--- src/rtl/ps2_fmt_pkg.sv ---
// Shared types, ASCII constants and the nibble-to-hex helper for the PS/2 hex formatter.
// Both the formatter FSM and anything that decodes its output rely on these definitions.
package ps2_fmt_pkg;

    typedef enum logic [2:0] {
        IDLE,
        HI,
        LO,
        SEP,
        CR,
        LF
    } fmt_state_t;

    localparam logic [7:0] ASC_SP = 8'h20;
    localparam logic [7:0] ASC_CR = 8'h0D;
    localparam logic [7:0] ASC_LF = 8'h0A;
    localparam logic [7:0] ASC_0  = 8'h30;
    localparam logic [7:0] ASC_A  = 8'h41;

    // Uppercase only: the terminal log should match scan-code tables verbatim.
    function automatic logic [7:0] hex_ascii(input logic [3:0] nib);
        if (nib < 4'd10) begin
            return ASC_0 + {4'h0, nib};
        end
        return ASC_A + {4'h0, nib} - 8'd10;
    endfunction

endpackage

--- src/rtl/ps2_hex_fmt_if.sv ---
// Byte-in / character-out signal bundle between the PS/2 receiver, the formatter and the UART TX.
// The master side drives bytes and UART backpressure; the slave side is the formatter.
interface ps2_hex_fmt_if;

    logic       in_valid;
    logic [7:0] in_data;
    logic       tx_full;
    logic       tx;
    logic [7:0] tx_data;
    logic       overflow;
    logic       busy;

    modport master (
        output in_valid,
        output in_data,
        output tx_full,
        input  tx,
        input  tx_data,
        input  overflow,
        input  busy
    );

    modport slave (
        input  in_valid,
        input  in_data,
        input  tx_full,
        output tx,
        output tx_data,
        output overflow,
        output busy
    );

endinterface

--- src/rtl/sync_fifo.sv ---
// Single-clock FIFO with one extra pointer bit to tell full from empty.
// The head entry is presented combinationally on dout while the FIFO is non-empty.
module sync_fifo #(
    parameter int DW = 8,
    parameter int AW = 3
) (
    input  logic          clk,
    input  logic          rst,
    input  logic          push,
    input  logic [DW-1:0] din,
    input  logic          pop,
    output logic [DW-1:0] dout,
    output logic          full,
    output logic          empty
);

    logic [DW-1:0] mem_q [2**AW];
    logic [AW:0]   wr_ptr_q;
    logic [AW:0]   wr_ptr_d;
    logic [AW:0]   rd_ptr_q;
    logic [AW:0]   rd_ptr_d;
    logic          do_push;
    logic          do_pop;

    assign empty = (wr_ptr_q == rd_ptr_q);
    assign full  = (wr_ptr_q[AW] != rd_ptr_q[AW]) && (wr_ptr_q[AW-1:0] == rd_ptr_q[AW-1:0]);
    assign dout  = mem_q[rd_ptr_q[AW-1:0]];

    // A pop in the same cycle frees the slot the push is about to overwrite.
    assign do_pop  = pop && !empty;
    assign do_push = push && (!full || do_pop);

    always_comb begin
        wr_ptr_d = wr_ptr_q + {{AW{1'b0}}, do_push};
        rd_ptr_d = rd_ptr_q + {{AW{1'b0}}, do_pop};
    end

    always_ff @(posedge clk) begin
        if (rst) begin
            wr_ptr_q <= '0;
            rd_ptr_q <= '0;
        end else begin
            wr_ptr_q <= wr_ptr_d;
            rd_ptr_q <= rd_ptr_d;
        end
    end

    always_ff @(posedge clk) begin
        if (do_push) begin
            mem_q[wr_ptr_q[AW-1:0]] <= din;
        end
    end

endmodule

--- src/rtl/ps2_hex_fmt.sv ---
// Turns each buffered PS/2 scan-code byte into "HH " for the UART, ending every
// LINE_BYTES-th byte with CR LF instead of the space.
module ps2_hex_fmt
    import ps2_fmt_pkg::*;
#(
    parameter int FIFO_AW    = 3,
    parameter int LINE_BYTES = 8
) (
    input  logic            clk,
    input  logic            rst,
    ps2_hex_fmt_if.slave    bus
);

    localparam logic [7:0] LAST_IDX = 8'(LINE_BYTES - 1);

    fmt_state_t state_q;
    fmt_state_t state_d;
    logic [7:0] cur_q;
    logic [7:0] cur_d;
    logic [7:0] line_cnt_q;
    logic [7:0] line_cnt_d;
    logic       gap_q;
    logic       gap_d;
    logic       overflow_q;
    logic       overflow_d;
    logic [7:0] tx_data_q;
    logic [7:0] tx_data_d;

    logic       fifo_push;
    logic       fifo_pop;
    logic       fifo_full;
    logic       fifo_empty;
    logic [7:0] fifo_dout;

    logic       char_state;
    logic       issue;
    logic [7:0] emit_char;

    assign fifo_pop  = (state_q == IDLE) && !fifo_empty;
    assign fifo_push = bus.in_valid && (!fifo_full || fifo_pop);

    sync_fifo #(
        .DW (8),
        .AW (FIFO_AW)
    ) u_fifo (
        .clk   (clk),
        .rst   (rst),
        .push  (fifo_push),
        .din   (bus.in_data),
        .pop   (fifo_pop),
        .dout  (fifo_dout),
        .full  (fifo_full),
        .empty (fifo_empty)
    );

    always_comb begin
        emit_char  = 8'h00;
        char_state = 1'b1;
        case (state_q)
            HI:      emit_char = hex_ascii(cur_q[7:4]);
            LO:      emit_char = hex_ascii(cur_q[3:0]);
            SEP:     emit_char = ASC_SP;
            CR:      emit_char = ASC_CR;
            LF:      emit_char = ASC_LF;
            default: char_state = 1'b0;
        endcase
    end

    // tx_full is used unregistered so that it blocks an emit in the very cycle it rises.
    assign issue = char_state && !bus.tx_full && !gap_q;

    always_comb begin
        state_d    = state_q;
        cur_d      = cur_q;
        line_cnt_d = line_cnt_q;
        gap_d      = issue;
        tx_data_d  = issue ? emit_char : tx_data_q;
        overflow_d = overflow_q || (bus.in_valid && fifo_full && !fifo_pop);
        case (state_q)
            IDLE: begin
                if (!fifo_empty) begin
                    cur_d   = fifo_dout;
                    state_d = HI;
                end
            end
            HI: begin
                if (issue) state_d = LO;
            end
            LO: begin
                if (issue) begin
                    if (line_cnt_q == LAST_IDX) begin
                        state_d    = CR;
                        line_cnt_d = 8'd0;
                    end else begin
                        state_d    = SEP;
                        line_cnt_d = line_cnt_q + 8'd1;
                    end
                end
            end
            SEP: begin
                if (issue) state_d = IDLE;
            end
            CR: begin
                if (issue) state_d = LF;
            end
            LF: begin
                if (issue) state_d = IDLE;
            end
            default: state_d = IDLE;
        endcase
    end

    always_ff @(posedge clk) begin
        if (rst) begin
            state_q    <= IDLE;
            cur_q      <= 8'h00;
            line_cnt_q <= 8'd0;
            gap_q      <= 1'b0;
            overflow_q <= 1'b0;
            tx_data_q  <= 8'h00;
        end else begin
            state_q    <= state_d;
            cur_q      <= cur_d;
            line_cnt_q <= line_cnt_d;
            gap_q      <= gap_d;
            overflow_q <= overflow_d;
            tx_data_q  <= tx_data_d;
        end
    end

    assign bus.tx       = issue;
    assign bus.tx_data  = issue ? emit_char : tx_data_q;
    assign bus.overflow = overflow_q;
    assign bus.busy     = !fifo_empty || (state_q != IDLE);

endmodule

--- src/flat_wrapper.sv ---
// flat-port wrapper written by rule: the top's interface ports become plain ports
module ps2_hex_fmt_flat import ps2_fmt_pkg::*;
#(
    parameter int FIFO_AW    = 3,
    parameter int LINE_BYTES = 8
)
  (clk, rst, bus_in_valid, bus_in_data, bus_tx_full, bus_tx, bus_tx_data, bus_overflow, bus_busy);
  ps2_hex_fmt_if bus_i ();
  input  logic clk;
  input  logic rst;
  input wire logic [$bits(bus_i.in_valid)-1:0] bus_in_valid;
  input wire logic [$bits(bus_i.in_data)-1:0] bus_in_data;
  input wire logic [$bits(bus_i.tx_full)-1:0] bus_tx_full;
  output wire logic [$bits(bus_i.tx)-1:0] bus_tx;
  output wire logic [$bits(bus_i.tx_data)-1:0] bus_tx_data;
  output wire logic [$bits(bus_i.overflow)-1:0] bus_overflow;
  output wire logic [$bits(bus_i.busy)-1:0] bus_busy;
  assign bus_i.in_valid = bus_in_valid;
  assign bus_i.in_data = bus_in_data;
  assign bus_i.tx_full = bus_tx_full;
  assign bus_tx = bus_i.tx;
  assign bus_tx_data = bus_i.tx_data;
  assign bus_overflow = bus_i.overflow;
  assign bus_busy = bus_i.busy;
  ps2_hex_fmt #(.FIFO_AW(FIFO_AW), .LINE_BYTES(LINE_BYTES)) u_core (.clk(clk), .rst(rst), .bus(bus_i));
endmodule
--- config.mk ---
export PLATFORM = sky130hd
export DESIGN_NAME = ps2_hex_fmt_flat
export DESIGN_NICKNAME = d
export VERILOG_FILES = /design/src/rtl/ps2_fmt_pkg.sv /design/src/rtl/ps2_hex_fmt_if.sv /design/src/rtl/sync_fifo.sv /design/src/rtl/ps2_hex_fmt.sv /design/src/flat_wrapper.sv
export SDC_FILE = /design/constraint.sdc
export NUM_CORES = 1
export LEC_CHECK = 0
export BUFFER_PORTS_ARGS = -buffer_cell sky130_fd_sc_hd__buf_2
export CAP_MARGIN = 20
export CORE_MARGIN = 2
export CORE_UTILIZATION = 57
export CTS_BUF_LIST = sky130_fd_sc_hd__clkbuf_8
export DETAILED_ROUTE_END_ITERATION = 10
export GPL_TIMING_DRIVEN = 0
export PLACE_DENSITY = 0.78
export SLEW_MARGIN = 20
export SYNTH_ARGS = -nofsm -noshare
export SYNTH_HDL_FRONTEND = slang
export SYNTH_SLANG_ARGS = --single-unit
--- constraint.sdc ---
create_clock -name clk -period 2.4 [get_ports clk]
set_input_delay 0.24 -clock clk [delete_from_list [all_inputs] [get_ports clk]]
set_output_delay 0.24 -clock clk [all_outputs]
set_load 0.05 [all_outputs]
==> key figures, run 1 <==
Status
  – Status: complete, but fails checks
  – Violated checks: setup timing

Final layout
  – Final layout net count: 398
  – Post-route cell area: 5370 um^2
  – Syn-to-layout area delta: 18.3%
  – Fraction of layout cells with a size suffix above 1: between 30% and 40%
  – # fillers: 505
  – Diodes inserted: 0
  – Non-filler instance count after layout: 484

Die
  – Die area: 8700 um^2
  – Area of the core: 7730 um^2
  – Row cnt: 32
  – Die height: 93.3 um
  – Starting density of the core: 58.8%
  – Die X: around 93 um
  – IO Count: 23

Clock tree
  – Deepest clock path buffer count: 2
  – H-tree Lvls: 3
  – Clk Latency, worst-skew pair: 0.37 ns
  – Hold Buf Count CTS: 0
  – TritonCTS buffer count: 9
  – Root Buffer: clkbuf_8
  – TritonCTS clock tree: done
  – Worst-path clk slew: 0.11 ns
  – Clock Sinks: 101

Global route
  – Vias in the first global route: ~3000
  – Total Routing Usage GR: between 20 and 25%
  – First-pass GRT wire length: 15000 um
  – Largest net degree at the start of global routing: 22
  – Initial antenna violation count: 0
  – Total grt overflow: 0

Place
  – Hpwl dp: 5910 um
  – Placed Instance Area: slightly below 5000 um^2
  – I/O Buffers: 22
  – Cell count after placement: 452
  – Final GP Congestion: roughly 0.87

Timing
  – Worst Tran Pin Value: 0.630 ns
  – Finish-stage setup viols: 2
  – Fin Clk Skew: 0.0166 ns
  – Unrepaired setup endpoints after global routing: yes
  – Post-layout minimum cycle time: roughly 2.5 ns
  – Fin crit share: 102%
  – Fin worst setup slack: -0.0565 ns
  – Pins Over Slew Limit: 0
  – Relative slew slack: 58.0%
  – Hold Vio Cnt, Final: 0
  – Fmax: 407 MHz

Synthesis
  – Post-Synthesis Net Count: 347
  – Post-synth ARST share: 0%
  – Seq/Total Area, Yosys: 58.6%
  – Avg Inst Size Synth: 13.9 um^2
  – Post-synth EDFFs: 64
  – Synth Instances: 326
  – Ys flop type: edfxtp_1
  – Synth Register Bits: 101
  – Ys Warns: 0
  – Cell area after synthesis: 4540 um^2
  – Yosys cell types: 63

Power
  – Internal: 0.00331 W
  – Combinational power share: 38.5%
  – Switching power: 0.00190 W
  – Sw Share: 36.5%
  – Power Total: 0.00521 W
  – Static leakage: 1.89 nW
  – Clock share of power: 20.8%
  – Peak VDD IR: approximately 0.46 mV
  – Sequential power share: 40.7%
  – Cell Pwr Density: just under 1000 nW/um^2

Flow run
  – Max-cap viol count: 0

Route
  – DR vias/cell: 5.98
  – Total iterations of the first detailed-routing run: 4
  – 1st-iter DRT viols: around 150
  – Number of remaining DRC errors: 0
  – DR vias: 2894
  – Antenna Violating Nets Remaining: 0
  – WL per Instance: between 15 and 20 um
  – Post-Route WL: 9290 um

Critical path
  – CP arrival: 2.22 ns
  – Crit-path max FO: 4
  – Setup crit end kind: output port
  – R2R depth: 6
  – Worst setup SP type: flop
  – Worst R2R Start: u_core.u_fifo.wr_ptr_q[0]
  – Worst EP required: 2.16 ns
  – Setup CP Type: flop to output port
  – Critical path startpoint: u_core.state_q[1]
  – R2R Path End: u_core.u_fifo.mem_q[2][3]
  – Reg2reg setup slack: 0.14 ns
  – Setup crit end: bus_tx_data[1]

Min path
  – Hold Path Origin: bus_in_data[0]
  – Worst hold path type: input pin to flop
==> cells by family after synthesis <==
family | after synthesis | share of synthesized area, %
flops | 101 | 58.6
simple gates | 87 | 11.6
compound gates | 59 | 9.66
buf+inv | 29 | 3.39
mux | 26 | 11.4
xor+xnor | 15 | 2.89
fa+ha+maj | 9 | 2.48
==> how the worst min path moves through the flow <==
stage,endpoint,cells past startpoint,slack (ns)
final,u_core.u_fifo.mem_q[6][0],1,0.12
after floorplan,u_core.u_fifo.mem_q[0][0],0,0.34
after CTS,u_core.u_fifo.mem_q[0][0],1,0.11
after global placement,u_core.tx_data_q[4],2,0.46
after global routing,u_core.u_fifo.mem_q[6][0],1,0.12
after detailed placement,u_core.bus.overflow,2,0.46
==> final cells by class <==
type,count,area [um^2],share of cell area [%]
buffer,18,130,2.42
inverter,10,41.3,0.768
sequential,101,2670,49.7
tap,102,128,2.37
timing repair buffer,41,294,5.47
clock inverter,7,86.3,1.61
multi-input combinational,196,1900,35.4
clock buffer,9,124,2.31
==> placed cells by master, fill, tap and decap left out, drive strengths merged, types with 11 or more instances in the layout <==
cell type,n
a21oi,11
buf,53
clkbuf,15
dfxtp,37
edfxtp,64
inv,12
mux4,16
nand2,11
nor2,22
nor2b,12
==> per-stage QoR <==
step	setup TNS, ns	worst slack [ns]	hold slack (ns)	util [%]
2_1_floorplan	-0.924	-0.219	0.339	-
3_3_place_gp	-17.90	-0.850	0.456	62.2
3_5_place_dp	-5.56	-0.253	0.460	62.8
4_1_cts	-0.338	-0.0857	0.106	68.4
5_1_grt	-0.357	-0.121	0.124	69.5
6_report	-0.0598	-0.0565	0.123	69.5
==> power by group through the flow <==
stage          logic [W]  clock network, W  registers (W)
6_report         0.00201           0.00108        0.00212
2_1_floorplan    0.00135                 0        0.00211
4_1_cts          0.00191           0.00111        0.00211
5_1_grt          0.00215           0.00117        0.00214
3_3_place_gp     0.00165                 0        0.00214
3_5_place_dp     0.00170                 0        0.00215
==> per-layer routing <==
metal,track usage (%),up-vias,wire length [um]
li1,-,1369,-
met1,28.6,1437,3950
met5,0,-,0
met2,39.9,67,4790
met4,9.93,0,240
met3,3.95,21,305
==> Yosys cell counts (4+ instances only) <==
| master | instances | area [um^2] |
|---|---|---|
| clkbuf_1 | 4 | 15.0 |
| nor3_1 | 5 | 25.0 |
| nand3_1 | 5 | 25.0 |
| dfxtp_1 | 37 | 741 |
| ha_1 | 9 | 113 |
| buf_2 | 8 | 40.0 |
| mux2_2 | 8 | 90.1 |
| xnor2_1 | 7 | 61.3 |
| nor4b_1 | 4 | 35.0 |
| nor2_1 | 22 | 82.6 |
| xor2_1 | 8 | 70.1 |
| nand2_1 | 11 | 41.3 |
| o21ai_0 | 6 | 30.0 |
| mux4_1 | 13 | 342 |
| a21oi_1 | 11 | 55.1 |
| nor2b_1 | 12 | 75.1 |
| a22o_1 | 9 | 78.8 |
| inv_1 | 10 | 37.5 |
| edfxtp_1 | 64 | 1920 |
==> worst max-delay path: stages, from the launching register on <==
cell and delay (ns):
dfxtp_2 0.35, buf_6 0.11, clkinvlp_4 0.10, ha_4 0.31, or3b_4 0.44, a2111oi_4 0.22
a221o_2 0.19, buf_8 0.14
==> sequential cells by signal, indices dropped and copies added (netlist names) <==
| name | flops |
|---|---|
| u_core.cur_q | 8 |
| u_core.u_fifo.rd_ptr_q | 4 |
| u_core.line_cnt_q | 8 |
| u_core.gap_q | 1 |
| u_core.state_q | 3 |
| u_core.bus.overflow | 1 |
| u_core.u_fifo.mem_q | 64 |
| u_core.tx_data_q | 8 |
| u_core.u_fifo.wr_ptr_q | 4 |
==> what timing repair did <==
action	in CTS	in global routing
resized for setup	37	11
setup endpoints to repair	69	22
setup buffers	9	8
pin swaps	3	2
cloned	0	0
(Power assumes the default switching activity.)
==> run 2: changes to the inputs <==
--- a/config.mk
+++ b/config.mk
@@ -5,6 +5,7 @@
 export SDC_FILE = /design/constraint.sdc
 export NUM_CORES = 1
 export LEC_CHECK = 0
+export ABC_CLOCK_PERIOD_IN_PS = 2400
 export BUFFER_PORTS_ARGS = -buffer_cell sky130_fd_sc_hd__buf_2
 export CAP_MARGIN = 20
 export CORE_MARGIN = 2
==> constraint.sdc (replaced) <==
create_clock -name clk -period 2.4 [get_ports clk]
set_input_delay 0.24 -clock clk [delete_from_list [all_inputs] [get_ports clk]]
set_output_delay 0.24 -clock clk [all_outputs]
set_load 0.005 [all_outputs]
==> run 2 against run 1 <==
Net effect:
- the run still ends with setup timing left
- fmax rose by 0.84%
- sequential cell count did not move
- routed wire length rose by 0.40%
- largest cell class unchanged
- highest routed layer unchanged
==> key figures, run 2 (synthesis results as in run 1) <==
Status
  – Status: complete, but fails checks
  – Violated checks: setup timing

Power
  – Peak VDD IR: 0.546 mV
  – Power Total: 0.00498 W
  – Cell Pwr Density: 933 nW/um^2
  – Static leakage: 1.88 nW

Global route
  – Initial antenna violation count: 0
  – Total grt overflow: 0
  – Largest net degree at the start of global routing: 20
  – First-pass GRT wire length: 15000 um
  – Total Routing Usage GR: 23.0%
  – Vias in the first global route: approximately 2900

Critical path
  – Reg2reg setup slack: 0.05 ns
  – Worst setup SP type: flop
  – Setup crit end kind: output port
  – Slowest-stage cell, CP: dfxtp_4
  – Max stage delay on crit path: 0.37 ns
  – Crit-path max FO: 4
  – CP arrival: 2.20 ns
  – Worst EP required: around 2.2 ns
  – Setup CP Type: flop to output port
  – Crit-path cells: buf_8 > clkinvlp_4 > ha_4 > or3b_1 > buf_6 > a2111oi_4 > a221o_1 > buf_2

Die
  – Starting density of the core: approximately three fifths
  – Die X: a little over 90 um
  – Die area: 8700 um^2
  – Row cnt: 32
  – Area of the core: 7730 um^2
  – Die height: 93.3 um
  – IO Count: 23

Timing
  – Pins Over Slew Limit: 0
  – Finish-stage setup viols: 1
  – Fin Clk Skew: 0.0116 ns
  – Unrepaired setup endpoints after global routing: yes
  – Fin crit share: 102%
  – Fin worst setup slack: -0.0361 ns
  – Post-layout minimum cycle time: 2.44 ns
  – Hold Vio Cnt, Final: 0
  – Worst Tran Pin Value: 0.673 ns
  – Fmax: 410 MHz
  – Relative slew slack: 55.1%

Route
  – Metal2 WL: 4670 um
  – Max Used Layer: met4
  – Number of remaining DRC errors: 0
  – Antenna Violating Nets Remaining: 0
  – 1st-iter DRT viols: 144
  – Total iterations of the first detailed-routing run: 4
  – Post-Route WL: slightly above 9000 um
  – DR vias/cell: approximately 6
  – WL met3: 397 um
  – DR vias: ~2900
  – Met1 Wirelength: just over 4000 um
  – WL per Instance: 19.3 um

Clock tree
  – Worst-path clk slew: 0.11 ns
  – TritonCTS buffer count: 9
  – Clock Sinks: 101
  – H-tree Lvls: 3
  – TritonCTS clock tree: done
  – Deepest clock path buffer count: 2
  – Root Buffer: clkbuf_8
  – Clk Latency, worst-skew pair: approximately 0.37 ns

Final layout
  – Fraction of layout cells with a size suffix above 1: 29.7%
  – Register area: 2670 um^2
  – Syn-to-layout area delta: 17.4%
  – Largest register FFs: 64
  – Diodes inserted: 0
  – # fillers: 533
  – End-of-flow core utilization: 69.0%
  – Non-filler instance count after layout: 482
  – Commonest non-fill, non-tap cell in the layout: edfxtp_1
  – Final layout net count: between 300 and 400
  – Multi-input logic area: 1890 um^2
  – Commonest cells after routing, fill and taps aside: edfxtp_1 (64), dfxtp_1 (33), buf_2 (27)

Place
  – Cell count after placement: between 400 and 500
  – Hpwl dp: 6160 um
  – Setup WS pre-CTS: -0.138 ns
  – Final GP Congestion: 0.920
  – I/O Buffers: 22

Flow run
  – Max-cap viol count: 0

Min path
  – Worst hold path type: input pin to flop
[run 2: cell types whose count changed in the layout (fill, tap and decap cells not counted), sizes merged]
| cell | change |
|---|---|
| bufinv | +1 |
| buf | -1 |
| inv | -1 |
| clkbuf | -1 |
[run 2: layout make-up]
class,instances,area share (%)
tap,102,2.39
timing repair buffer,38,4.50
inverter,10,0.821
sequential,101,50.1
buffer,19,2.67
clock buffer,9,2.32
clock inverter,7,1.78
multi-input combinational,196,35.4
[run 2: report_power, final]
part           leakage (nW)  switching (W)  internal, W
sequential            0.884       0.000129      0.00199
clock                 0.110       0.000647     0.000511
combinational         0.886       0.000871     0.000829
[run 2: metrics by stage]
stage | TNS [ns] | hold WS [ns] | cell area [um^2]
global route | -1.06 | 0.132 | 5330
global placement | -27.24 | 0.453 | 4790
detailed placement | -1.31 | 0.466 | 4840
finish | -0.0361 | 0.133 | 5330
floorplan | -1.38 | 0.339 | 4550
CTS | -0.340 | 0.113 | 5210
[run 2: timing repair]
item | CTS | global route
setup buffers | 6 | 7
pin swaps | 2 | 5
gates resized for setup | 21 | 18
gates cloned | 0 | 0
hold buffers | 0 | 0
endpoints found under the setup margin | 43 | 49
[run 2: worst max-delay path: cells and delay by family (launching register included)]
family                     cells  cell delay (ns)
DFF                            1             0.37
AOI/OAI and AO/OA              2             0.36
and+or+nand+nor                1             0.36
buffers and inverters          4             0.45
adders and majority gates      1             0.29
[run 2: worst paths after layout]
check / start / depth (start not counted) / endpoint
worst min register to register: u_core.bus.overflow / 2 / u_core.bus.overflow
worst max-delay path: u_core.state_q[2] / 8 / bus_tx_data[1]
worst min-delay path: bus_in_data[0] / 1 / u_core.u_fifo.mem_q[3][0]
worst max register to register: u_core.u_fifo.wr_ptr_q[1] / 6 / u_core.u_fifo.mem_q[2][7]
[run 2: metal layers]
metal  up-vias  GRT usage (%)
met4         0           6.86
met2        67           38.2
li1       1366              -
met1      1422           30.5
met5         -              0
met3        19           5.00
